<file path="src/rtl/ptw_dcache_rsp_port.sv">
// ptw_dcache_rsp_port: dcache-side responder for the PTW page-table read port.
// Serves one read at a time: index grant, tag phase, one 64b backing read, response.
// Optional feature macro: PTW_RSP_PARITY_EN (data_ruser_o = even parity of read data).
module ptw_dcache_rsp_port #(
    parameter int unsigned INDEX_W   = 12,
    parameter int unsigned TAG_W     = 44,
    parameter int unsigned ID_W      = 3,
    parameter int unsigned GNT_DELAY = 0
) (
    input  logic                       clk_i,
    input  logic                       rst_i,
    input  logic                       flush_i,
    input  logic                       data_req_i,
    input  logic                       data_we_i,
    input  logic [INDEX_W-1:0]         address_index_i,
    input  logic [ID_W-1:0]            data_id_i,
    output logic                       data_gnt_o,
    input  logic                       tag_valid_i,
    input  logic [TAG_W-1:0]           address_tag_i,
    input  logic                       kill_req_i,
    output logic                       data_rvalid_o,
    output logic [ID_W-1:0]            data_rid_o,
    output logic [63:0]                data_rdata_o,
    output logic                       data_ruser_o,
    output logic                       mem_req_o,
    output logic [TAG_W+INDEX_W-4:0]   mem_addr_o,
    input  logic                       mem_gnt_i,
    input  logic                       mem_rvalid_i,
    input  logic [63:0]                mem_rdata_i,
    output logic                       busy_o,
    output logic                       protocol_err_o
);

    localparam int unsigned CNT_W = (GNT_DELAY < 1) ? 1 : $clog2(GNT_DELAY + 1);

    typedef enum logic [2:0] {
        S_IDLE,
        S_TAG,
        S_MEM_REQ,
        S_MEM_WAIT,
        S_RESP,
        S_DRAIN
    } state_e;

    state_e             state;
    state_e             state_next;
    logic [CNT_W-1:0]   cnt;
    logic [INDEX_W-1:0] index_q;
    logic [ID_W-1:0]    id_q;
    logic [TAG_W-1:0]   tag_q;
    logic               ruser_next;
    logic               unused_index_bits;

    // User bit computed from the raw backing word, captured together with it
`ifdef PTW_RSP_PARITY_EN
    assign ruser_next = ^mem_rdata_i;
`else
    assign ruser_next = 1'b0;
`endif

    // Backing memory is word addressed: drop the byte offset within the 64b word
    assign mem_addr_o        = {tag_q, index_q[INDEX_W-1:3]};
    assign unused_index_bits = ^index_q[2:0];

    // State register
    always_ff @(posedge clk_i) begin
        if (rst_i) begin
            state <= S_IDLE;
        end else begin
            state <= state_next;
        end
    end

    // Next-state logic; flush aborts everything except an already captured response
    always_comb begin
        state_next = state;
        case (state)
            S_IDLE: begin
                if (data_gnt_o) state_next = S_TAG;
            end
            S_TAG: begin
                if (flush_i || kill_req_i || !tag_valid_i) state_next = S_IDLE;
                else                                       state_next = S_MEM_REQ;
            end
            S_MEM_REQ: begin
                if (flush_i)        state_next = mem_gnt_i ? S_DRAIN : S_IDLE;
                else if (mem_gnt_i) state_next = S_MEM_WAIT;
            end
            S_MEM_WAIT: begin
                if (mem_rvalid_i) state_next = flush_i ? S_IDLE : S_RESP;
                else if (flush_i) state_next = S_DRAIN;
            end
            S_RESP: begin
                state_next = S_IDLE;
            end
            S_DRAIN: begin
                if (mem_rvalid_i) state_next = S_IDLE;
            end
            default: begin
                state_next = S_IDLE;
            end
        endcase
    end

    // State-decoded handshake outputs; grant is combinational on the request
    always_comb begin
        data_gnt_o    = 1'b0;
        mem_req_o     = 1'b0;
        data_rvalid_o = 1'b0;
        busy_o        = (state != S_IDLE);
        case (state)
            S_IDLE:    data_gnt_o    = data_req_i & ~flush_i & ~rst_i
                                     & (cnt == CNT_W'(GNT_DELAY));
            S_MEM_REQ: mem_req_o     = 1'b1;
            S_RESP:    data_rvalid_o = 1'b1;
            default:   data_gnt_o    = 1'b0;
        endcase
    end

    // Grant-delay counter, request/tag capture, response capture and sticky error
    always_ff @(posedge clk_i) begin
        if (rst_i) begin
            cnt            <= '0;
            index_q        <= '0;
            id_q           <= '0;
            tag_q          <= '0;
            data_rdata_o   <= '0;
            data_rid_o     <= '0;
            data_ruser_o   <= 1'b0;
            protocol_err_o <= 1'b0;
        end else begin
            if (state == S_IDLE && data_req_i && !flush_i && !data_gnt_o) begin
                cnt <= cnt + CNT_W'(1);
            end else begin
                cnt <= '0;
            end

            if (data_gnt_o) begin
                index_q <= address_index_i;
                id_q    <= data_id_i;
                if (data_we_i) protocol_err_o <= 1'b1;
            end

            if (state == S_TAG && !flush_i && !kill_req_i) begin
                if (tag_valid_i) tag_q          <= address_tag_i;
                else             protocol_err_o <= 1'b1;
            end

            if (state == S_MEM_WAIT && mem_rvalid_i && !flush_i) begin
                data_rdata_o <= mem_rdata_i;
                data_rid_o   <= id_q;
                data_ruser_o <= ruser_next;
            end
        end
    end

endmodule
</file>
<file path="config.mk">
export PLATFORM = sky130hd
export DESIGN_NAME = ptw_dcache_rsp_port
export DESIGN_NICKNAME = d
export VERILOG_FILES = /design/src/rtl/ptw_dcache_rsp_port.sv
export SDC_FILE = /design/constraint.sdc
export NUM_CORES = 1
export LEC_CHECK = 0
export ABC_AREA = 1
export CAP_MARGIN = 5
export CORE_MARGIN = 2
export CORE_UTILIZATION = 35
export DETAILED_ROUTE_END_ITERATION = 6
export PLACE_DENSITY_LB_ADDON = 0.12
export SLEW_MARGIN = 40
export SYNTH_ARGS = -nofsm -noshare
export SYNTH_HDL_FRONTEND = slang
export SYNTH_SLANG_ARGS = --single-unit
</file>
<file path="constraint.sdc">
create_clock -name clk_i -period 1.25 [get_ports clk_i]
set_clock_uncertainty 0.1 [all_clocks]
set_input_delay 0.1875 -clock clk_i [delete_from_list [all_inputs] [get_ports clk_i]]
set_output_delay 0.1875 -clock clk_i [all_outputs]
set_load 0.02 [all_outputs]
</file>
; ---- Word level (Yosys, flattened, before mapping)
; Index checks and enable logic that the tools add are counted.
[totals]
register_bits = 131
in_bits = 132
out_inout_bits = 126
elab_cells = 60
[op_classes]
add_sub_neg = 1
n_eq_ne = 9
mux = 17
n_bitwise = 7
reduce_logical = 18
[op_table]
columns = op, count
row1 = $mux W3, 8
row2 = $pmux W3 S5, 1
row3 = $logic_and A1 B1 Y1, 7
row4 = $mux W1, 7
row5 = $eq A3 B2 Y1 const B, 2
row6 = $eq A3 B3 Y1 const B, 2
row7 = $ne A3 B3 Y1 const B, 2
row8 = $logic_not A1 Y1, 4
row9 = $ne A2 B2 Y1 const B, 2
row10 = $not A1 Y1, 4
row11 = $reduce_and A4 Y1, 1
row12 = $and A1 B1 Y1, 3
row13 = $eq A3 B1 Y1 const B, 1
row14 = $logic_not A3 Y1, 1
row15 = $reduce_bool A3 Y1, 1
row16 = $logic_or A1 B1 Y1, 2
row17 = $mux W2, 1
row18 = $reduce_and A2 Y1, 1
row19 = $reduce_or A2 Y1, 1
row20 = $add A1 B1 Y1 const B, 1

; ---- Longest topological paths before layout
[logic_depth]
word_depth = 9
ltp_mapped = 9
mapped_depth_nobuf = 9

; ---- Worst setup path before layout
; Ideal clock, no wire load.
[synth_timing]
path_type = register to register
startpoint = register state[1]
endpoint = register state[0]
setup_ns = 0.113
t_arrival_ns = 1.299
required_ns = 1.037
slack_ns = -0.262
stages_incl_launch_ff = 8
path_buffers = 0
synth_period_minus_slack_ns = 1.512
path_cell_list = dfxtp_1 > inv_1 > nor3_2 > nand2_1 > nand3_2 > nand2_1 > nand2_1 > nor2_1
[synth_between]
elab_chain_len = 4
elab_cells_between_ends = 12
classes_between = eq/ne (8) / mux (2) / reduce/logical (2)
[synth_rtl]
columns = item, line_no
row1 = from (decl), 45  ; state_e state;
row2 = from (signal assigned), 70  ; state <= state_next;
row3 = $logic_not A3 Y1, "77, 111"
row4 = $mux W1, 111  ; case (state)
row5 = $ne A2 B2 Y1 (no line), n/a
row6 = $reduce_and A4 Y1 (no line), n/a
; Parallel ways exist; a longest one is shown, timed or not.
; A chain may end at the register's enable or synchronous reset.

; ---- Worst setup path after layout
[layout_timing]
startpoint = register state[2]
endpoint = register data_rdata_o[9]
[layout_between]
elab_chain_len = 3
[layout_rtl]
columns = item, line_no
row1 = $eq A3 B2 Y1, 149  ; if (state == S_MEM_WAIT && mem_rvalid_i && !flush_i) begin
row2 = $logic_and A1 B1 Y1 (2 in series), 149
row3 = to (signal assigned), 150  ; data_rdata_o <= mem_rdata_i;
row4 = to (decl), 23  ; output logic [63:0] data_rdata_o,
; Every way passes these cells.

==> metrics <==
Combinational Power Share=21.4%; Final Max Tran Viols=0; CP endpoint kind=flop; PnR worst setup slack=-0.3081 ns; P&R area growth vs syn=73.53%; Tot GR Track Use=21.22%; vias=5,095; CTS clk-pin slew, worst paths=0.06 ns; clock power share=39.8%; Via density=4.771; CP max stage delay=around 0.37 ns; FMAX=approximately 0.64 GHz; grt ovf=0; final hold viol count=0; Diodes inserted=0; dpl cell area=about 7600 um^2; Hold Buf Count CTS=0; Post-synth EDFFs=0; CTS tree=done; DR pass1 iterations=4; CP max FO=5; routed wire length=16,640 um; Psw=3.155 mW; Residual DRC=0; ANT nets after route=0; cell count after synthesis=a little under 600; most frequent CP cell=buf_12; TritonCTS buffer count=17; largest net degree at the start of global routing=65; RSZ-0062 raised after global routing=true; pre-CTS setup slack=-0.6362 ns; Startpoint Class=flop; post-synthesis cell area=4761 um^2; clk buf depth=2; DIE AREA=14,550 um^2; Avg WL per Cell=15.58 um; die span in x=between 100 and 150 um; Max VDD drop=842.8 uV; # setup viols final=130; CTS H-tree depth=4; GP Congestion=0.8366; post-DP HPWL=between 10,000 and 15,000 um; PortBufs=253; WHS Path Cells=3; Reg-to-Reg Start=state[2]$_SDFFE_PP0P_; reg2reg end=data_rdata_o[9]$_SDFFE_PP0P_; WS Path Type=flop to flop; crit-path cells=buf_6, nor2_4, nand3_4, buf_12, buf_12, buf_16, a21oi_2; worst skew pair latency=0.41 ns; Period minus WS final=~1.6 ns; slowest cell on the critical path=dfxtp_4; WP buf/inv=4; sequential element share of the synthesized area=53.82%; Hold Path Class=input pin to flop; Primary FF master, synth=dfxtp_1; Core Rows=42; DRT iter0 DRCs=230; worst r2r path cells=7; vias in the first global route=4,821; fill cell count=1,185; initial antenna violation count=0; CTS Root Cell=clkbuf_16; PD cells=1405 nW/um^2; Data arrival, critical path=around 1.8 ns; layout cells sized above 1=between 30% and 40%; status=complete, but fails checks; required time worst endpoint=around 1.5 ns; beginning of the worst hold path=data_we_i; YS warnings=0; Yosys reg bits=128; num ports=roughly 260; die span in y=120.6 um; maxcap violations=0; Reg power frac=about 39%; Mean Syn Cell Area=7.988 um^2; Final Cell Area=8262 um^2; Hold Path End=protocol_err_o$_SDFF_PP0_; core area=approximately 13,000 um^2; delay-heaviest family, CP=buffers and inverters; Internal=8.454 mW; Pleak=3.559 nW; R2R Setup Slk=-0.31 ns; global-route wire length before repair=about 24,000 um; switching share of power=27.18%; # clock sinks=about 130; Post-synth ARST share=0%; Final nets=between 1,000 and 1,500; Synth cell types=26; failing checks=negative setup slack; fin crit share=124.6%; Core Util, Final=62.39%; initial core utilization=between 30 and 40%
## state kept, by name (all words and copies together), names as in the netlist
register and count:
protocol_err_o 1, id_q 3, tag_q 44, state 3, cnt 1, index_q 9
data_rid_o 3, data_rdata_o 64
## logic make-up (layout without fill, tap and decap cells)
group | count (synthesis) | after routing | share of synthesized area (%)
AOI/OAI and AO/OA | 194 | 194 | 20.42
and+or+nand+nor | 155 | 156 | 13.80
DFF | 128 | 128 | 53.82
buffers and inverters | 118 | 412 | 11.88
other | 1 | 2 | 0.07877
## synth_stat cells (4+ instances only)
cell / instances / area [um^2]
a21oi_1: 69 / 345.3
buf_6: 14 / 157.7
clkbuf_1: 18 / 67.56
clkbuf_2: 4 / 20.02
dfxtp_1: 128 / 2562
inv_1: 74 / 277.8
inv_2: 4 / 15.01
nand2_1: 16 / 60.06
nand3_1: 5 / 25.02
nor2_1: 121 / 454.2
o21ai_0: 124 / 620.6
## per-stage QoR
step | hold WS, ns | TNS [ns] | cells | total power, mW
floorplan | 0.1566 | -2.250 | 597 | 5.652
global placement | 0.3301 | -60.66 | 1018 | 6.804
detailed placement | 0.3358 | -63.82 | 1018 | 6.842
CTS | 0.2501 | -25.83 | 1058 | 11.52
global route | 0.2807 | -35.66 | 1068 | 12.09
finish | 0.2645 | -27.72 | 1068 | 11.61
## cell usage in the layout, fill, tap and decap left out, types with 2 or more instances in the layout
cell type / Yosys / layout
a21oi_2: 0 / 21
dfxtp_1: 128 / 124
clkbuf_1: 18 / 3
buf_8: 0 / 2
nand2_1: 16 / 14
buf_16: 0 / 6
clkinv_2: 0 / 4
inv_2: 4 / 3
nand3_4: 1 / 2
buf_12: 0 / 10
nor3_1: 2 / 2
buf_2: 0 / 110
nor2_4: 1 / 5
buf_6: 14 / 13
nor3_4: 1 / 2
o21ai_0: 124 / 31
nand4_1: 2 / 2
clkdlybuf4s50_1: 0 / 128
inv_1: 74 / 73
nor2_1: 121 / 118
clkbuf_16: 0 / 22
a21oi_1: 69 / 47
nand3_1: 5 / 5
clkbuf_8: 0 / 4
nand2_2: 2 / 4
dfxtp_4: 0 / 3
o21ai_1: 0 / 68
inv_4: 0 / 2
o21ai_2: 0 / 24
nand2_4: 1 / 2
conb_1: 1 / 2
buf_4: 2 / 29
## worst reg2reg max path: cells and delay by family, from the launching register on
family,cells,cell delay (ns)
buf+inv,4,0.60
simple gates,2,0.31
compound gates,1,0.11
flops,1,0.37
## worst max path at each step
| stage | start | endpoint | slack (ns) | cells past startpoint |
|---|---|---|---|---|
| final | state[2]$_SDFFE_PP0P_ | data_rdata_o[9]$_SDFFE_PP0P_ | -0.31 | 7 |
| after detailed placement | rst_i | data_gnt_o | -0.64 | 5 |
| after floorplan | state[2]$_SDFFE_PP0P_ | tag_q[10]$_SDFFE_PP0P_ | -0.05 | 6 |
| after CTS | state[0]$_SDFFE_PP0P_ | data_gnt_o | -0.29 | 4 |
| after global placement | rst_i | data_gnt_o | -0.65 | 5 |
| after global routing | state[2]$_SDFFE_PP0P_ | data_rdata_o[13]$_SDFFE_PP0P_ | -0.35 | 7 |
## timing repair
action / in CTS / in global routing
setup buffers: 4 / 1
resized for setup: 613 / 83
cloned: 6 / 9
setup endpoints to repair: 252 / 140
pin swaps: 24 / 23
## power by group through the flow
stage                     Sequential, mW  Combinational [mW]  Clock, mW
after floorplan                     4.84               0.816          0
after global placement              4.56                2.24          0
after detailed placement            4.58                2.26          0
after CTS                           4.50                2.31       4.71
after global routing                4.53                2.67       4.89
final                               4.50                2.49       4.62
## per-layer routing
| layer | up-vias | part of all wire, % | track usage, % |
|---|---|---|---|
| li1 | 2487 | - | - |
| met1 | 2323 | 39 | 23.60 |
| met2 | 244 | 50 | 36.16 |
| met3 | 41 | 8.1 | 7.264 |
| met4 | 0 | 3.0 | 10.32 |
| met5 | - | 0 | 0 |
## final cells by class
cell class | instances | area [um^2] | area share [%]
clock buffers | 24 | 491.7 | 5.952
flip-flops and latches | 128 | 2575 | 31.17
multi-input cells | 352 | 1886 | 22.82
clock inverters | 6 | 56.30 | 0.6815
repair buffers | 303 | 2716 | 32.88
well taps | 176 | 220.2 | 2.665
inverters | 79 | 316.6 | 3.832
(Power assumes the default switching activity.)
